[src/rtl/inert_spi_seq.sv]
// Inertial sensor SPI sequencer: power-up wait, one-shot configuration, then a
// low/high register read pair per data-ready interrupt to build a yaw-rate sample.
module inert_spi_seq #(
   parameter int INIT_CYCLES = 65536
) (
   input  logic        clk,
   input  logic        rst_n,
   input  logic        int_i,
   input  logic        done_i,
   input  logic [15:0] rd_data_i,
   output logic        wrt_o,
   output logic [15:0] wt_data_o,
   output logic [15:0] yaw_rt_o,
   output logic        vld_o
);
   // state    | meaning
   // PWR_WAIT | sensor power-up delay, counting to INIT_CYCLES-1
   // CFG1     | write 0x0D02, enable data-ready interrupt
   // CFG2     | write 0x1160, gyro rate/range
   // CFG3     | write 0x1440, rounding
   // WAIT_INT | idle until synchronised interrupt is high
   // RD_L     | read yaw low byte
   // RD_H     | read yaw high byte, publish sample

   localparam logic [15:0] TIMER_TC = 16'(INIT_CYCLES - 1);
   localparam logic [15:0] CMD_CFG1 = 16'h0D02;
   localparam logic [15:0] CMD_CFG2 = 16'h1160;
   localparam logic [15:0] CMD_CFG3 = 16'h1440;
   localparam logic [15:0] CMD_RD_L = 16'hA600;
   localparam logic [15:0] CMD_RD_H = 16'hA700;

   typedef enum logic [2:0] {
      PWR_WAIT, CFG1, CFG2, CFG3, WAIT_INT, RD_L, RD_H
   } state_t;

   state_t      state_q, state_d;
   logic [15:0] timer_q, timer_d;
   logic        int_ff1_q, int_ff2_q;
   logic        wrt_q, wrt_d;
   logic [15:0] wt_data_q, wt_data_d;
   logic [7:0]  low_q, low_d;
   logic [15:0] yaw_q, yaw_d;
   logic        vld_q, vld_d;
   logic        xfer_done;

   // The monarch's done from the previous transaction is still high in the wrt cycle.
   assign xfer_done = done_i & ~wrt_q;

   always_ff @(posedge clk or negedge rst_n) begin
      if (!rst_n) begin
         int_ff1_q <= 1'b0;
         int_ff2_q <= 1'b0;
      end else begin
         int_ff1_q <= int_i;
         int_ff2_q <= int_ff1_q;
      end
   end

   always_ff @(posedge clk or negedge rst_n) begin
      if (!rst_n) begin
         state_q   <= PWR_WAIT;
         timer_q   <= 16'h0000;
         wrt_q     <= 1'b0;
         wt_data_q <= 16'h0000;
         low_q     <= 8'h00;
         yaw_q     <= 16'h0000;
         vld_q     <= 1'b0;
      end else begin
         state_q   <= state_d;
         timer_q   <= timer_d;
         wrt_q     <= wrt_d;
         wt_data_q <= wt_data_d;
         low_q     <= low_d;
         yaw_q     <= yaw_d;
         vld_q     <= vld_d;
      end
   end

   always_comb begin
      state_d   = state_q;
      timer_d   = timer_q;
      wrt_d     = 1'b0;
      wt_data_d = wt_data_q;
      low_d     = low_q;
      yaw_d     = yaw_q;
      vld_d     = 1'b0;
      case (state_q)
         PWR_WAIT: begin
            timer_d = timer_q + 16'd1;
            if (timer_q == TIMER_TC) begin
               state_d   = CFG1;
               wrt_d     = 1'b1;
               wt_data_d = CMD_CFG1;
            end
         end
         CFG1: if (xfer_done) begin
            state_d   = CFG2;
            wrt_d     = 1'b1;
            wt_data_d = CMD_CFG2;
         end
         CFG2: if (xfer_done) begin
            state_d   = CFG3;
            wrt_d     = 1'b1;
            wt_data_d = CMD_CFG3;
         end
         CFG3: if (xfer_done) state_d = WAIT_INT;
         WAIT_INT: if (int_ff2_q) begin
            state_d   = RD_L;
            wrt_d     = 1'b1;
            wt_data_d = CMD_RD_L;
         end
         RD_L: if (xfer_done) begin
            low_d     = rd_data_i[7:0];
            state_d   = RD_H;
            wrt_d     = 1'b1;
            wt_data_d = CMD_RD_H;
         end
         RD_H: if (xfer_done) begin
            yaw_d   = {rd_data_i[7:0], low_q};
            vld_d   = 1'b1;
            state_d = WAIT_INT;
         end
         default: state_d = PWR_WAIT;
      endcase
   end

   assign wrt_o     = wrt_q;
   assign wt_data_o = wt_data_q;
   assign yaw_rt_o  = yaw_q;
   assign vld_o     = vld_q;

endmodule
[config.mk]
export PLATFORM = sky130hd
export DESIGN_NAME = inert_spi_seq
export DESIGN_NICKNAME = d
export VERILOG_FILES = /design/src/rtl/inert_spi_seq.sv
export SDC_FILE = /design/constraint.sdc
export NUM_CORES = 1
export LEC_CHECK = 0
export BUFFER_PORTS_ARGS = -buffer_cell sky130_fd_sc_hd__buf_2
export CAP_MARGIN = 20
export CORE_ASPECT_RATIO = 0.6
export CORE_MARGIN = 5
export CORE_UTILIZATION = 55
export CTS_CLUSTER_DIAMETER = 200
export DETAILED_ROUTE_END_ITERATION = 16
export GPL_TIMING_DRIVEN = 1
export PLACE_DENSITY = 0.88
export SLEW_MARGIN = 20
export SYNTH_ARGS = -nofsm -noshare
export SYNTH_HDL_FRONTEND = slang
export SYNTH_SLANG_ARGS = --single-unit
[constraint.sdc]
create_clock -name clk -period 3.15 [get_ports clk]
set_input_delay 0.1575 -clock clk [delete_from_list [all_inputs] [get_ports clk]]
set_output_delay 0.1575 -clock clk [all_outputs]
set_load 0.02 [all_outputs]
==> impl_metrics.yaml, run 1 <==
sta:
  fmax_mhz: 521
  worst_pin_slew_ps: 743
  finalCriticalPeriod_ps: 1920
  setup_viol: 0
  finalSetupTns_ps: 0
  maxSlewViolCount: 0
  slew-limit-headroom_pct: 50.5
  rsz0062_at_grt: "false"
  finClkSkew_ps: 11.8
  setup_ws_ps: 1230
  hold_viol: 0
  min_period_over_period_pct: 60.9
  whs_ps: 87.2
clock_network:
  postCtsSetupRepairBufs: 0
  h-tree-depth: 2
  cts_tree: "built"
  cts_buffer_depth: 2
  path_clk_slew_ps: 100
  cts-root-buf: "clkbuf_8"
  clock_sinks: 53
  cts_buffers: 5
  insertion_delay_ps: 310
worst_setup_path:
  cp_slowest_cell: "or3_1"
  worst_ep_required_time_ps: 3360
  path_class: "flip-flop to flip-flop"
  worst_setup_path_start_kind: "flip-flop"
  slowest_delay_ps: 540
  worstPathMaxFanout: 12
  endpoint_kind: "flip-flop"
  path_cells: "or3_1 > nor3_4 > a21boi_2 > a22o_1"
  crit_arrival_ps: 2130
global_route:
  met1_usage_pct: 22.4
  busiest_layer: "met2"
  grt_util_met2_pct: 26.2
  grt_max_degree: 36
  use_met3_pct: 3.65
  grt_pass1_vias: 1412
  antenna_found_initial: 0
  globalRouteOverflowTotal: 0
  track_usage_pct: 16.4
  grt_pass1_wl_um: 6930
place:
  io_buffers: 39
  gp_congestion: 0.771
  pre_cts_ws_ps: 1240
  dp_hpwl_um: 2990
  dpl.cell_count: 255
final_layout:
  fin_nets: 235
  area_growth_pct: 14.2
  diodes: 0
  finalNonFillerCells: 265
  drive_gt1_share_pct: 37.7
  nFillCells: 320
power:
  clockPowerShare_pct: 20.5
  power_frac_comb_pct: 33.5
  switching_share_pct: 35.8
  p_switching_mw: 0.834
  p_per_area_nw_per_um2: 899
  intPower_mw: 1.50
  ir_drop_mv: 0.490
  p_leak_nw: 1.28
  p_seq_share_pct: 46.0
routing:
  ant_nets: 0
  drcViolationCount: 0
  vias: 1424
  routedWlPerCell_um: 15.4
  avgViaCountPerCell: 5.37
  first_pass_iters: 4
  routed_wl_um: 4070
  drt-initial-drc-count: 80
worst_hold_path:
  holdCritPathClass: "input port to flip-flop"
logic_synthesis:
  yosysMostFrequentCell: "dfrtp_1"
  synth_edf_count: 0
  synth_area_um2: 2270
  synth_cells: 174
  synthArstFlopShare_pct: 100
  yosysWarnings: 0
  synthTopCellsByCount: "dfrtp_1, mux2_2, nand2_1, xnor2_1, buf_4"
  ys_ff_latch: 53
  yosysTopAreaCellShare_pct: 58.4
  ys_seq_area_share_pct: 58.4
  syn_avg_cell_area_um2: 13.1
  synth.largest_area_cell: "dfrtp_1"
  yosysUniqueCellTypes: 41
  synthFlopType: "dfrtp_1"
  synthTopCellsByArea: "dfrtp_1, mux2_2, xnor2_1, buf_4, nand4_1"
die:
  die_x_um: 93.0
  dieArea_um2: 5560
  fp.coreArea_um2: 4050
  start_util_pct: 56.0
  die_h_um: 59.8
  ios: 54
  row_count: 18
flow_run:
  maxCapViolations: 0
outcome:
  status: "completed"
-- flip-flops by register name, indices dropped and copies added, names as in the netlist --
register / cells
timer_q: 16
yaw_rt_o: 16
low_q: 8
wt_data_o: 6
state_q: 3
int_ff1_q: 1
int_ff2_q: 1
vld_o: 1
wrt_o: 1
-- per-stage QoR --
stage	instance area [um2]	power, mW	utilization, %
floorplan	2290	1.65	-
global placement	2450	1.83	60.5
detailed placement	2450	1.87	60.5
CTS	2590	2.36	64.0
global route	2590	2.49	64.0
finish	2590	2.33	64.0
-- per-layer routing --
layer	part of all wire (%)	up-vias
li1	-	669
met1	49	719
met2	45	29
met3	3.7	7
met4	1.6	0
met5	0	-
-- cells by family after synthesis --
logic type,Yosys count,synth area share (%)
flops,53,58.4
simple gates,47,12.8
mux,25,12.4
buf+inv,19,5.34
xor+xnor,15,5.78
compound gates,12,4.18
fa+ha+maj,2,0.991
other cells,1,0.165
-- worst max-delay path: cells and delay by family (launching register included) --
family | cells | cell delay, ps
AOI/OAI and AO/OA | 2 | 420
and+or+nand+nor | 2 | 880
DFF | 1 | 520
-- layout make-up --
cell class	instances	area [um2]	share of cell area, %
tap	50	62.6	2.41
timing repair buffer	42	223	8.59
multi-input combinational	107	843	32.5
clock buffer	6	82.6	3.18
inverter	5	18.8	0.724
clock inverter	2	37.5	1.45
sequential	53	1330	51.1
-- what timing repair did --
item | 4_1_cts | 5_1_grt
endpoints found under the hold margin | 35 | 0
hold buffers | 2 | 0
gates resized for setup | 0 | 0
-- worst paths after layout --
check                                             to              startpoint  slack [ps]  cells past startpoint
max                        wt_data_o[12]$_DFFE_PN0P_  state_q[0]$_DFFE_PN0P_        1230                      4
min                         yaw_rt_o[14]$_DFFE_PN0P_            rd_data_i[6]          90                      2
max reg2reg                wt_data_o[12]$_DFFE_PN0P_  state_q[0]$_DFFE_PN0P_        1230                      4
min reg2reg                      int_ff2_q$_DFF_PN0_     int_ff1_q$_DFF_PN0_         360                      0
max in group asynchronous    timer_q[15]$_DFFE_PN0P_                   rst_n        1950                      3
min in group asynchronous    yaw_rt_o[3]$_DFFE_PN0P_                   rst_n         450                      2
-- power by group through the flow --
stage / sequential (mW) / combinational (mW) / clock [mW]
floorplan: 1.17 / 0.480 / 0
global placement: 1.07 / 0.757 / 0
detailed placement: 1.09 / 0.786 / 0
CTS: 1.07 / 0.792 / 0.491
global route: 1.11 / 0.860 / 0.517
finish: 1.07 / 0.781 / 0.479
-- cells in the final DEF, fill, tap and decap left out, types with 2 or more instances in the layout --
master / instances
a21oi_1: 3
and3_1: 3
and4_1: 2
and4bb_2: 2
buf_2: 39
clkbuf_8: 6
conb_1: 6
dfrtp_1: 53
dlygate4sd3_1: 2
inv_1: 5
mux2_2: 24
nand2_1: 12
nand3_1: 3
nand4_1: 8
nor2_1: 4
nor3_1: 2
nor3b_1: 2
xnor2_1: 12
xor2_1: 3
Power figures use the tool's default switching activity.
==> run 2, diff against run 1 <==
- CORE_UTILIZATION: 55 -> 47
- PLACE_DENSITY: 0.88 -> 0.8
- clock period: 3.15 -> 1.6 ns (I/O delays scaled with it)
==> impl_metrics.yaml, run 2 (same netlist as run 1, synthesis figures left out) <==
outcome:
  status: "finished with violations"
  violations: "negative setup slack"
worst_setup_path:
  worst_setup_path_start_kind: "flip-flop"
  timing.rr.start: "state_q[2]$_DFFE_PN0P_"
  path_class: "flip-flop to flip-flop"
  worstPathMaxFanout: 6
  worstRegToRegCells: 5
  worst_ep_required_time_ps: 1860
  crit_arrival_ps: 1930
  r2r_slack_ps: -70
  r2r-end: "wt_data_o[12]$_DFFE_PN0P_"
  endpoint_kind: "flip-flop"
  slowest_delay_ps: 430
  path_cells: "buf_6 > and4bb_2 > a211oi_4 > a21boi_4 > a22o_1"
  cp_slowest_cell: "dfrtp_1"
place:
  gp_congestion: 0.873
  io_buffers: 39
  dp_hpwl_um: 3230
die:
  die_x_um: 99.8
  dieArea_um2: 6370
  ios: 54
  die_h_um: 63.9
  fp.coreArea_um2: 4640
  row_count: 19
  start_util_pct: 49.0
final_layout:
  multi_input_area_um2: 953
  final_common_cell: "dfrtp_1"
  ff_latch_area_um2: 1330
  diodes: 0
  area_growth_pct: 31.2
  final_util_pct: 64.3
  fin_nets: 260
  layout_common_cells: "dfrtp_1, buf_2, mux2_4"
  nFillCells: 348
  drive_gt1_share_pct: 46.3
clock_network:
  insertion_delay_ps: 320
  h-tree-depth: 2
  path_clk_slew_ps: 100
  cts-root-buf: "clkbuf_8"
  cts_buffer_depth: 2
  clock_sinks: 53
  cts_tree: "built"
  cts_buffers: 5
routing:
  ant_nets: 0
  drt-initial-drc-count: 55
  avgViaCountPerCell: 5.16
  first_pass_iters: 4
  routed_wl_um: 5010
  drcViolationCount: 0
  routedWlPerCell_um: 16.5
  vias: 1563
flow_run:
  maxCapViolations: 0
sta:
  fmax_mhz: 598
  finClkSkew_ps: 5.57
  finalCriticalPeriod_ps: 1670
  setup_ws_ps: -71.5
  maxSlewViolCount: 0
  finalSetupTns_ps: -392
  min_period_over_period_pct: 104
  whs_ps: 12.9
  hold_viol: 0
  rsz0062_at_grt: "true"
  setup_viol: 15
power:
  total_power_mw: 5.15
  p_leak_nw: 1.48
  ir_drop_mv: 0.984
  p_per_area_nw_per_um2: 1730
global_route:
  globalRouteOverflowTotal: 0
  antenna_found_initial: 0
  grt_pass1_vias: 1515
  grt_max_degree: 42
  track_usage_pct: 15.6
  grt_pass1_wl_um: 7590
worst_hold_path:
  holdCritPathClass: "input port to flip-flop"
  hold_end: "yaw_rt_o[11]$_DFFE_PN0P_"
  min_path_cells: 2
  worstHoldStart: "rd_data_i[3]"
==> run 2: changes by cell type in the layout (fill, tap and decap cells not counted), sizes merged <==
cell and change:
buf +20, dlygate4sd3 +4, clkbuf +2, bufinv -1, clkinvlp -1, inv +1
==> run 2: report_power, final <==
| group | switching, mW | internal (mW) | leakage, nW | total [mW] |
|---|---|---|---|---|
| clock network | 0.455 | 0.400 | 0.0549 | 0.855 |
| logic | 1.10 | 1.12 | 0.754 | 2.22 |
| registers | 0.297 | 1.78 | 0.675 | 2.08 |
| total | 1.86 | 3.30 | 1.48 | 5.15 |
==> run 2: timing repair <==
| action | CTS | global route |
|---|---|---|
| cloned | 0 | 1 |
| hold buffers | 5 | 1 |
| gates resized for setup | 4 | 28 |
| pin swaps | 0 | 6 |
| buffers inserted | 0 | 4 |
| setup endpoints to repair | 14 | 39 |
| endpoints found under the hold margin | 60 | 1 |
==> run 2: critical path, delay by kind of cell, from the launching register on <==
family                 cells  cell delay [ps]
AO/OA/AOI/OAI              3              810
AND/OR/NAND/NOR            1              230
flip-flops                 1              430
buffers and inverters      1              130
==> run 2: final cells by class <==
class	instances	area share, %
Clock buffer	7	3.23
Clock inverter	1	0.294
Inverter	5	0.630
Multi-Input combinational cell	107	32.0
Sequential cell	53	44.6
Tap cell	63	2.64
Timing Repair Buffer	67	16.6
==> run 2: worst max-delay path by stage <==
stage	to	depth (start not counted)	slack [ps]	startpoint
after floorplan	yaw_rt_o[10]$_DFFE_PN0P_	5	20	wrt_o$_DFF_PN0_
after detailed placement	wt_data_o[8]$_DFFE_PN0P_	5	-90	state_q[2]$_DFFE_PN0P_
final	wt_data_o[12]$_DFFE_PN0P_	5	-70	state_q[2]$_DFFE_PN0P_
after global placement	wt_data_o[12]$_DFFE_PN0P_	5	-10	state_q[2]$_DFFE_PN0P_
after CTS	wt_data_o[12]$_DFFE_PN0P_	5	0.4	state_q[2]$_DFFE_PN0P_
after global routing	wt_data_o[12]$_DFFE_PN0P_	5	-100	state_q[2]$_DFFE_PN0P_
==> run 2: through the flow <==
step / instances / worst slack [ps] / cell area, um2
4_1_cts: 297 / 0.373 / 2810
5_1_grt: 303 / -101 / 2980
3_3_place_gp: 284 / -11.9 / 2630
2_1_floorplan: 179 / 21.6 / 2300
3_5_place_dp: 284 / -94.1 / 2630
6_report: 303 / -71.5 / 2980
==> run 2: routing by layer <==
metal	vias to the layer above	share of wire, %	wire length, um	track usage (%)
li1	720	-	-	-
met3	8	5.1	254	3.80
met5	-	0	0	0
met2	38	45	2270	22.6
met1	797	48	2410	21.8
met4	0	1.5	77	7.67
==> run 3, diff against run 2 <==
- clock period: 1.6 -> 1.4 ns (I/O delays scaled with it)
==> impl_metrics.yaml, run 3 (same netlist as run 1, synthesis figures left out) <==
worst_setup_path:
  endpoint_kind: "flip-flop"
  path_class: "flip-flop to flip-flop"
  worst_setup_path_start_kind: "flip-flop"
  worst_path_dominant_cell_family: "compound AO/OA/AOI/OAI gates"
  slowest_delay_ps: 430
  crit_buf_inv: 1
  cp_slowest_cell: "dfrtp_2"
  worstPathMaxFanout: 6
  worst_ep_required_time_ps: 1660
  path_cells: "buf_4 > and4bb_2 > a211oi_4 > a21boi_4 > a22o_1"
  crit_arrival_ps: 1860
power:
  p_switching_mw: 2.18
  power_frac_comb_pct: 45.2
  p_seq_share_pct: 37.7
  total_power_mw: 6.27
  p_leak_nw: 1.57
  intPower_mw: 4.10
  ir_drop_mv: 1.17
  switching_share_pct: 34.7
  p_per_area_nw_per_um2: 2020
  clockPowerShare_pct: 17.0
global_route:
  grt_max_degree: 54
  grt_pass1_vias: 1528
  antenna_found_initial: 0
  globalRouteOverflowTotal: 0
  track_usage_pct: 15.7
  grt_pass1_wl_um: 7800
routing:
  avgViaCountPerCell: 5.00
  drt-initial-drc-count: 47
  vias: 1565
  routed_wl_um: 5030
  first_pass_iters: 5
  ant_nets: 0
  drcViolationCount: 0
  routedWlPerCell_um: 16.1
flow_run:
  maxCapViolations: 0
die:
  ios: 54
  die_h_um: 63.9
  row_count: 19
  start_util_pct: 49.0
  fp.coreArea_um2: 4640
  die_x_um: 99.8
  dieArea_um2: 6370
clock_network:
  cts_buffer_depth: 2
  clock_sinks: 53
  cts-root-buf: "clkbuf_8"
  h-tree-depth: 2
  cts_buffers: 5
  path_clk_slew_ps: 90
  cts_tree: "built"
  insertion_delay_ps: 310
final_layout:
  layout_common_cells: "dfrtp_1, buf_2, buf_4"
  final_common_cell: "dfrtp_1"
  drive_gt1_share_pct: 49.6
  area_growth_pct: 36.6
  design_area_um2: 3100
  diodes: 0
  fin_nets: 270
place:
  gp_congestion: 0.817
  io_buffers: 39
  postPlaceCellArea_um2: 2730
  dp_hpwl_um: 3420
outcome:
  status: "finished with violations"
  violations: "negative setup slack"
sta:
  rsz0062_at_grt: "true"
  fmax_mhz: 623
  finalCriticalPeriod_ps: 1610
  hold_viol: 0
  min_period_over_period_pct: 115
  maxSlewViolCount: 0
  setup_ws_ps: -206
  setup_viol: 33
  finClkSkew_ps: 8.25
worst_hold_path:
  holdCritPathClass: "input port to flip-flop"
==> run 3: power groups by stage <==
| stage | clock network (mW) | registers [mW] | logic (mW) |
|---|---|---|---|
| 2_1_floorplan | 0 | 2.65 | 1.14 |
| 3_3_place_gp | 0 | 2.32 | 2.27 |
| 3_5_place_dp | 0 | 2.36 | 2.34 |
| 4_1_cts | 1.09 | 2.34 | 2.59 |
| 5_1_grt | 1.15 | 2.44 | 3.03 |
| 6_report | 1.07 | 2.37 | 2.84 |
==> run 3: final timing paths <==
kind                                   startpoint                   endpoint  slack (ps)  depth (start not counted)
min in group asynchronous                   rst_n    yaw_rt_o[8]$_DFFE_PN0P_         300                          3
max                        state_q[1]$_DFFE_PN0P_  wt_data_o[12]$_DFFE_PN0P_        -210                          5
max reg2reg                state_q[1]$_DFFE_PN0P_  wt_data_o[12]$_DFFE_PN0P_        -210                          5
max in group asynchronous                   rst_n            wrt_o$_DFF_PN0_         860                          3
min reg2reg                   int_ff1_q$_DFF_PN0_        int_ff2_q$_DFF_PN0_         350                          0
min                                  rd_data_i[4]       low_q[4]$_DFFE_PN0P_          10                          2
==> run 3: per-layer routing <==
layer	wire length, um	global-route usage (%)
met2	2470	24.1
met4	42	4.60
met3	206	3.70
met1	2320	22.2
met5	0	0
==> run 3: through the flow <==
stage	setup TNS, ps	utilization (%)	std cells	hold slack (ps)	worst slack [ps]
2_1_floorplan	-2210	-	179	-226	-153
3_3_place_gp	-3520	58.8	295	78.3	-173
3_5_place_dp	-5150	58.8	295	83.9	-227
4_1_cts	-4400	64.9	312	0.657	-191
5_1_grt	-6110	67.0	313	5.67	-270
6_report	-4440	67.0	313	11.9	-206
==> run 3: cell type report <==
| class | instances | area, um2 |
|---|---|---|
| Clock buffer | 7 | 86.3 |
| Clock inverter | 1 | 30.0 |
| Fill cell | 327 | 1530 |
| Inverter | 5 | 18.8 |
| Multi-Input combinational cell | 107 | 1020 |
| Sequential cell | 53 | 1330 |
| Tap cell | 63 | 78.8 |
| Timing Repair Buffer | 77 | 546 |
==> run 3: timing repair <==
action,4_1_cts,5_1_grt
hold buffers,5,0
buffers inserted,4,3
resized for setup,18,23
hold endpoints to repair,57,0
pin swaps,11,16
setup endpoints to repair,43,46
